`src/rtl/cnn_pkg.sv`:
```
// Shared CNN datapath definitions: pooling state encoding and the
// width-agnostic max compare used by the pooling blocks.
package cnn_pkg;

    localparam int DEFAULT_DATA_W = 16;
    // Widest value the shared compare handles; callers zero-extend into it.
    localparam int MAX_W = 64;

    typedef enum logic [1:0] {
        IDLE    = 2'd0,
        COLLECT = 2'd1,
        PASS    = 2'd2
    } state_t;

    // Returns the larger of a and b, treating the low w bits as the value.
    // Ties return a, so the running maximum stays put.
    function automatic logic [MAX_W-1:0] max2(
        input logic [MAX_W-1:0] a,
        input logic [MAX_W-1:0] b,
        input int unsigned      w,
        input bit               is_signed
    );
        logic signed [MAX_W-1:0] sa;
        logic signed [MAX_W-1:0] sb;
        logic                    a_ge;
        sa = $signed(a << (MAX_W - w)) >>> (MAX_W - w);
        sb = $signed(b << (MAX_W - w)) >>> (MAX_W - w);
        if (is_signed) a_ge = (sa >= sb);
        else           a_ge = (a >= b);
        return a_ge ? a : b;
    endfunction

endpackage

```
`src/rtl/max_pool_nway_max_tree.sv`:
```
// Combinational masked maximum across NUM_IN lanes; any_valid flags a
// non-empty mask so the caller knows max_value is meaningful.
module max_tree
    import cnn_pkg::*;
#(
    parameter int DATA_W = DEFAULT_DATA_W,
    parameter int NUM_IN = 2,
    parameter bit SIGNED = 1'b1
) (
    input  logic [NUM_IN*DATA_W-1:0] values,
    input  logic [NUM_IN-1:0]        mask,
    output logic [DATA_W-1:0]        max_value,
    output logic                     any_valid
);

    logic [MAX_W-1:0] acc;
    logic             hit;

    always_comb begin
        acc = '0;
        hit = 1'b0;
        for (int i = 0; i < NUM_IN; i++) begin
            if (mask[i]) begin
                if (!hit) acc = MAX_W'(values[i*DATA_W +: DATA_W]);
                else      acc = max2(acc, MAX_W'(values[i*DATA_W +: DATA_W]), DATA_W, SIGNED);
                hit = 1'b1;
            end
        end
        max_value = acc[DATA_W-1:0];
        any_valid = hit;
    end

endmodule

```
`src/rtl/max_pool_nway.sv`:
```
// N-lane max pooling: reduces WIN_DEPTH complete lane-groups into one
// maximum, with a bypass mode and a sticky duplicate-strobe flag.
module max_pool_nway
    import cnn_pkg::*;
#(
    parameter int DATA_W    = DEFAULT_DATA_W,
    parameter int NUM_IN    = 2,
    parameter int WIN_DEPTH = 2,
    parameter bit SIGNED    = 1'b1
) (
    input  logic                     clk,
    input  logic                     reset,
    input  logic                     pass,
    input  logic [NUM_IN-1:0]        in_done,
    input  logic [NUM_IN*DATA_W-1:0] in_value,
    output logic                     out_done,
    output logic [DATA_W-1:0]        out_value,
    output logic                     busy,
    output logic                     err_dup
);

    localparam int GW = ($clog2(WIN_DEPTH + 1) > 1) ? $clog2(WIN_DEPTH + 1) : 1;

    state_t              state;
    logic [NUM_IN-1:0]   lane_filled;
    logic [GW-1:0]       grp_cnt;
    logic [DATA_W-1:0]   run_max;

    logic                pass_mode;
    logic [NUM_IN-1:0]   accept;
    logic [NUM_IN-1:0]   pass_pick;
    logic [NUM_IN-1:0]   tree_mask;
    logic [DATA_W-1:0]   tree_max;
    logic                tree_any;
    logic [DATA_W-1:0]   merged;
    logic [NUM_IN-1:0]   filled_nxt;
    logic                grp_done;
    logic [GW-1:0]       grp_nxt;
    logic                win_done;
    logic                dup_collect;
    logic                dup_pass;

    // In bypass the tree sees only the lowest-index strobe, so it doubles as the selector.
    assign pass_mode   = (state == PASS) || ((state == IDLE) && pass);
    assign accept      = in_done & ~lane_filled;
    assign pass_pick   = in_done & (~in_done + NUM_IN'(1));
    assign tree_mask   = pass_mode ? pass_pick : accept;
    assign merged      = (state == IDLE) ? tree_max
                       : DATA_W'(max2(MAX_W'(run_max), MAX_W'(tree_max), DATA_W, SIGNED));
    assign filled_nxt  = lane_filled | accept;
    assign grp_done    = &filled_nxt;
    assign grp_nxt     = grp_cnt + GW'(grp_done);
    assign win_done    = grp_done && (grp_nxt == GW'(WIN_DEPTH));
    assign dup_collect = |(in_done & lane_filled);
    assign dup_pass    = |(in_done & ~pass_pick);
    assign busy        = (state == COLLECT);

    max_tree #(
        .DATA_W (DATA_W),
        .NUM_IN (NUM_IN),
        .SIGNED (SIGNED)
    ) u_max_tree (
        .values    (in_value),
        .mask      (tree_mask),
        .max_value (tree_max),
        .any_valid (tree_any)
    );

    // Registered stage: window state, running max and the output strobe.
    always_ff @(posedge clk) begin
        if (reset) begin
            state       <= IDLE;
            lane_filled <= '0;
            grp_cnt     <= '0;
            run_max     <= '0;
            out_done    <= 1'b0;
            out_value   <= '0;
            err_dup     <= 1'b0;
        end else begin
            out_done <= 1'b0;
            if (pass_mode) begin
                if (tree_any) begin
                    out_value <= tree_max;
                    out_done  <= 1'b1;
                end
                if (dup_pass) err_dup <= 1'b1;
                state <= pass ? PASS : IDLE;
            end else begin
                if (dup_collect) err_dup <= 1'b1;
                if (tree_any) begin
                    if (win_done) begin
                        out_value   <= merged;
                        out_done    <= 1'b1;
                        lane_filled <= '0;
                        grp_cnt     <= '0;
                        state       <= IDLE;
                    end else if (grp_done) begin
                        lane_filled <= '0;
                        grp_cnt     <= grp_nxt;
                        run_max     <= merged;
                        state       <= COLLECT;
                    end else begin
                        lane_filled <= filled_nxt;
                        run_max     <= merged;
                        state       <= COLLECT;
                    end
                end
            end
        end
    end

endmodule

```
`config.mk`:
```
export PLATFORM = sky130hd
export DESIGN_NAME = max_pool_nway
export DESIGN_NICKNAME = d
export VERILOG_FILES = /design/src/rtl/cnn_pkg.sv /design/src/rtl/max_pool_nway_max_tree.sv /design/src/rtl/max_pool_nway.sv
export SDC_FILE = /design/constraint.sdc
export NUM_CORES = 1
export LEC_CHECK = 0
export ABC_AREA = 1
export CAP_MARGIN = 20
export CELL_PAD_IN_SITES_DETAIL_PLACEMENT = 1
export CELL_PAD_IN_SITES_GLOBAL_PLACEMENT = 2
export CORE_MARGIN = 10
export CORE_UTILIZATION = 29
export CTS_BUF_LIST = sky130_fd_sc_hd__clkbuf_2
export DETAILED_ROUTE_END_ITERATION = 10
export PLACE_DENSITY_LB_ADDON = 0.1
export SYNTH_ARGS = -nofsm -noshare
export SYNTH_HDL_FRONTEND = slang
export SYNTH_SLANG_ARGS = --single-unit
```
`constraint.sdc`:
```
create_clock -name clk -period 6.1 [get_ports clk]
set_input_delay 0.61 -clock clk [delete_from_list [all_inputs] [get_ports clk]]
set_output_delay 0.61 -clock clk [all_outputs]
set_load 0.03 [all_outputs]
```
==> results of run 1 <==
-- worst max-delay path: cells and delay by family --
family	cells	cell delay [ns]
simple gates	26	3.23
buf+inv	4	0.91
fa+ha+maj	2	0.67
compound gates	1	0.17
xor+xnor	1	0.14
-- per-layer routing --
layer  GRT usage  up-vias  wire, µm
met5           0        -         0
met4      0.0208        0        46
met3      0.0244        4       284
met2       0.285       33      6330
met1       0.155     1713      4820
li1            -     1843         -
-- stage by stage --
step	hold WS, ns	setup WS (ns)
after floorplan	0.449	1.53
after global placement	0.441	0.287
after detailed placement	0.443	0.185
after CTS	0.473	0.671
after global routing	0.485	0.144
final	0.466	0.671
-- where the power goes --
group / switching (W) / total [W] / internal [W]
clock: 0.0000953 / 0.000203 / 0.000108
sequential: 0.0000308 / 0.000333 / 0.000302
combinational: 0.000361 / 0.000569 / 0.000208
total: 0.000487 / 0.00111 / 0.000618
-- final cells by class --
cell class                      count  area (µm²)  area share
Multi-Input combinational cell    403        2170       0.526
Sequential cell                    40         801       0.195
Timing Repair Buffer               64         618       0.150
Clock inverter                      2        60.1      0.0146
Clock buffer                        5        25.0     0.00608
Tap cell                          143         179      0.0435
Inverter                           71         267      0.0648
-- cells by family (layout without fill, tap and decap cells) --
logic type,count (synthesis),after routing
compound gates,70,70
xor+xnor,2,2
fa+ha+maj,32,32
buf+inv,93,142
flops,40,40
simple gates,299,299
-- sequential cells by signal, indices dropped and copies added, names as in the netlist --
| signal | flops |
|---|---|
| lane_filled | 2 |
| out_done | 1 |
| run_max | 16 |
| state | 2 |
| out_value | 16 |
| err_dup | 1 |
| grp_cnt | 2 |
-- cell usage in the layout (no fill, tap or decap), types with 4 or more instances in the layout --
cell type        netlist  routed
o21ai_0               27      26
nand3_2                6       6
inv_1                 67      67
clkbuf_2               0       5
nand2_1              158     158
clkdlybuf4s50_1        0      55
and2_1                 5       5
nand2_2                4       4
a21oi_1               28      28
nand3_1               76      76
ha_1                  32      32
nand3b_1               7       7
a31oi_1                6       6
nor2_1                31      31
buf_4                  1       9
dfxtp_1               40      40
-- path summary, 6_finish.rpt --
check,to,startpoint,cells after the start
worst max register to register,out_value[4],state[0],34
worst min-delay path,out_value[4],out_value[4],2
worst min register to register,out_value[4],out_value[4],2
worst max-delay path,out_value[4],pass,34
==> flow_summary.yaml, run 1 <==
status:
  status: "finished, final reports clean"
detailed_routing:
  vias_per_cell: 4.94
  wl_mm: 11.5
  dr_total_vias: 3593
  drt_iter0_drc: 151
  drc: 0
  ant_nets: 0
  drtPass1Iterations: 4
  wl_per_cell_um: 15.8
yosys:
  synth_top_area_cell: "dfxtp_1"
  synth.area.mux_share: 0
  synth_edf_count: 0
  ys_async_sr_fraction: 0
  netlist_area_um2: 3340
  syn_nets: 605
  syn_inst: 536
  synth_compound_area_frac: 0.117
  synth_top_family_by_area: "simple AND/OR/NAND/NOR gates"
  seq_area_frac_synth: 0.239
  synth-adder-area-share: 0.120
  synth_top_cell_area_share: 0.239
  synth_cell_type_count: 36
  synthFlopType: "dfxtp_1"
  synth-xor-area-share: 0.00524
  avgSynthCellArea_um2: 6.24
  synth_most_common_cell: "nand2_1"
  synth-simple-area-share: 0.406
  ys_seq_elements: 40
  yosys-top-cells-count: "nand2_1, nand3_1, inv_1"
  synth_area_leaders: "dfxtp_1, nand2_1, ha_1"
  yosys_warnings: 0
worst_setup_path:
  cp_max_fo: 17
  reg2reg_slack_ns: 0.94
  cp.required_ns: 6.44
  critPathKind: "in -> reg"
  crit_path_max_incr_delay_ns: 0.45
  slowest_stage: "clkdlybuf4s50_1"
  cpMostUsedCell: "nand2_1"
  startpoint_type: "input port"
  endpoint_kind: "register"
  crit_arrival_ns: 5.77
pwr:
  p_total_w: 0.00111
  p_leak_nw: 2.12
  p_per_area_nw_per_um2: 269
  peakVddDrop_v: 0.000129
final_layout:
  fill_cells: 1511
  final_core_util: 0.362
  area_growth_pct: 23.0
  stdcell_count: 728
  num_antenna_cells: 0
  final_nets: 654
  drive_gt1_frac: 0.0632
  final_area_um2: 4120
clocking:
  clockRootBuffer: "clkbuf_2"
  clk_pin_slew_worst_paths_ns: 0.22
  cts_made_buffers: 5
  cts_hold_buf: 0
  clock-sinks: 40
  post-cts-setup-buffer-count: 0
  htree_levels: 2
  cts.path.max_buffers: 2
  insertion_delay_ns: 0.42
  cts_tree: "done"
  cts_resized: 0
timing:
  rsz0062_at_grt: "no"
  finalCriticalPeriod_ns: 5.43
  period_share: 0.890
  fin_skew_ns: 0.0339
  hold_violations: 0
  slew_viol_final: 0
  fmax_ghz: 0.184
  relSlewSlack: 0.537
  setup_viol: 0
  setup_tns_ns: 0
  tightest_slew_ns: 0.693
die:
  initial_core_util: 0.294
  boundaryPins: 56
  rows: 39
  die_y_um: 127
  die_x_um: 127
  core-area_um2: 11400
  dieArea_um2: 16200
worst_hold_path:
  hp-class: "reg -> reg"
placed_design:
  dp_hpwl_mm: 9.19
  dpl_cell_area_um2: 4030
  place_inst: 721
  port_buffers: 55
  globalplace.congestion: 0.824
global_route:
  grt_usage: 0.143
  grt_pass1_wl_mm: 19.2
  grt_max_degree: 33
  grt_pass1_vias: 3893
  grt-ovfl-total: 0
  antenna_found_initial: 0
job:
  timing.max_cap.violations: 0
No activity file was read; power rests on OpenSTA's default activity.
==> run 2, diff against run 1 <==
Settings changed: ABC_CLOCK_PERIOD_IN_PS set to 6100.
==> results of run 2 <==
Same layout as run 1: the final DEF is identical, and so are final timing and power.
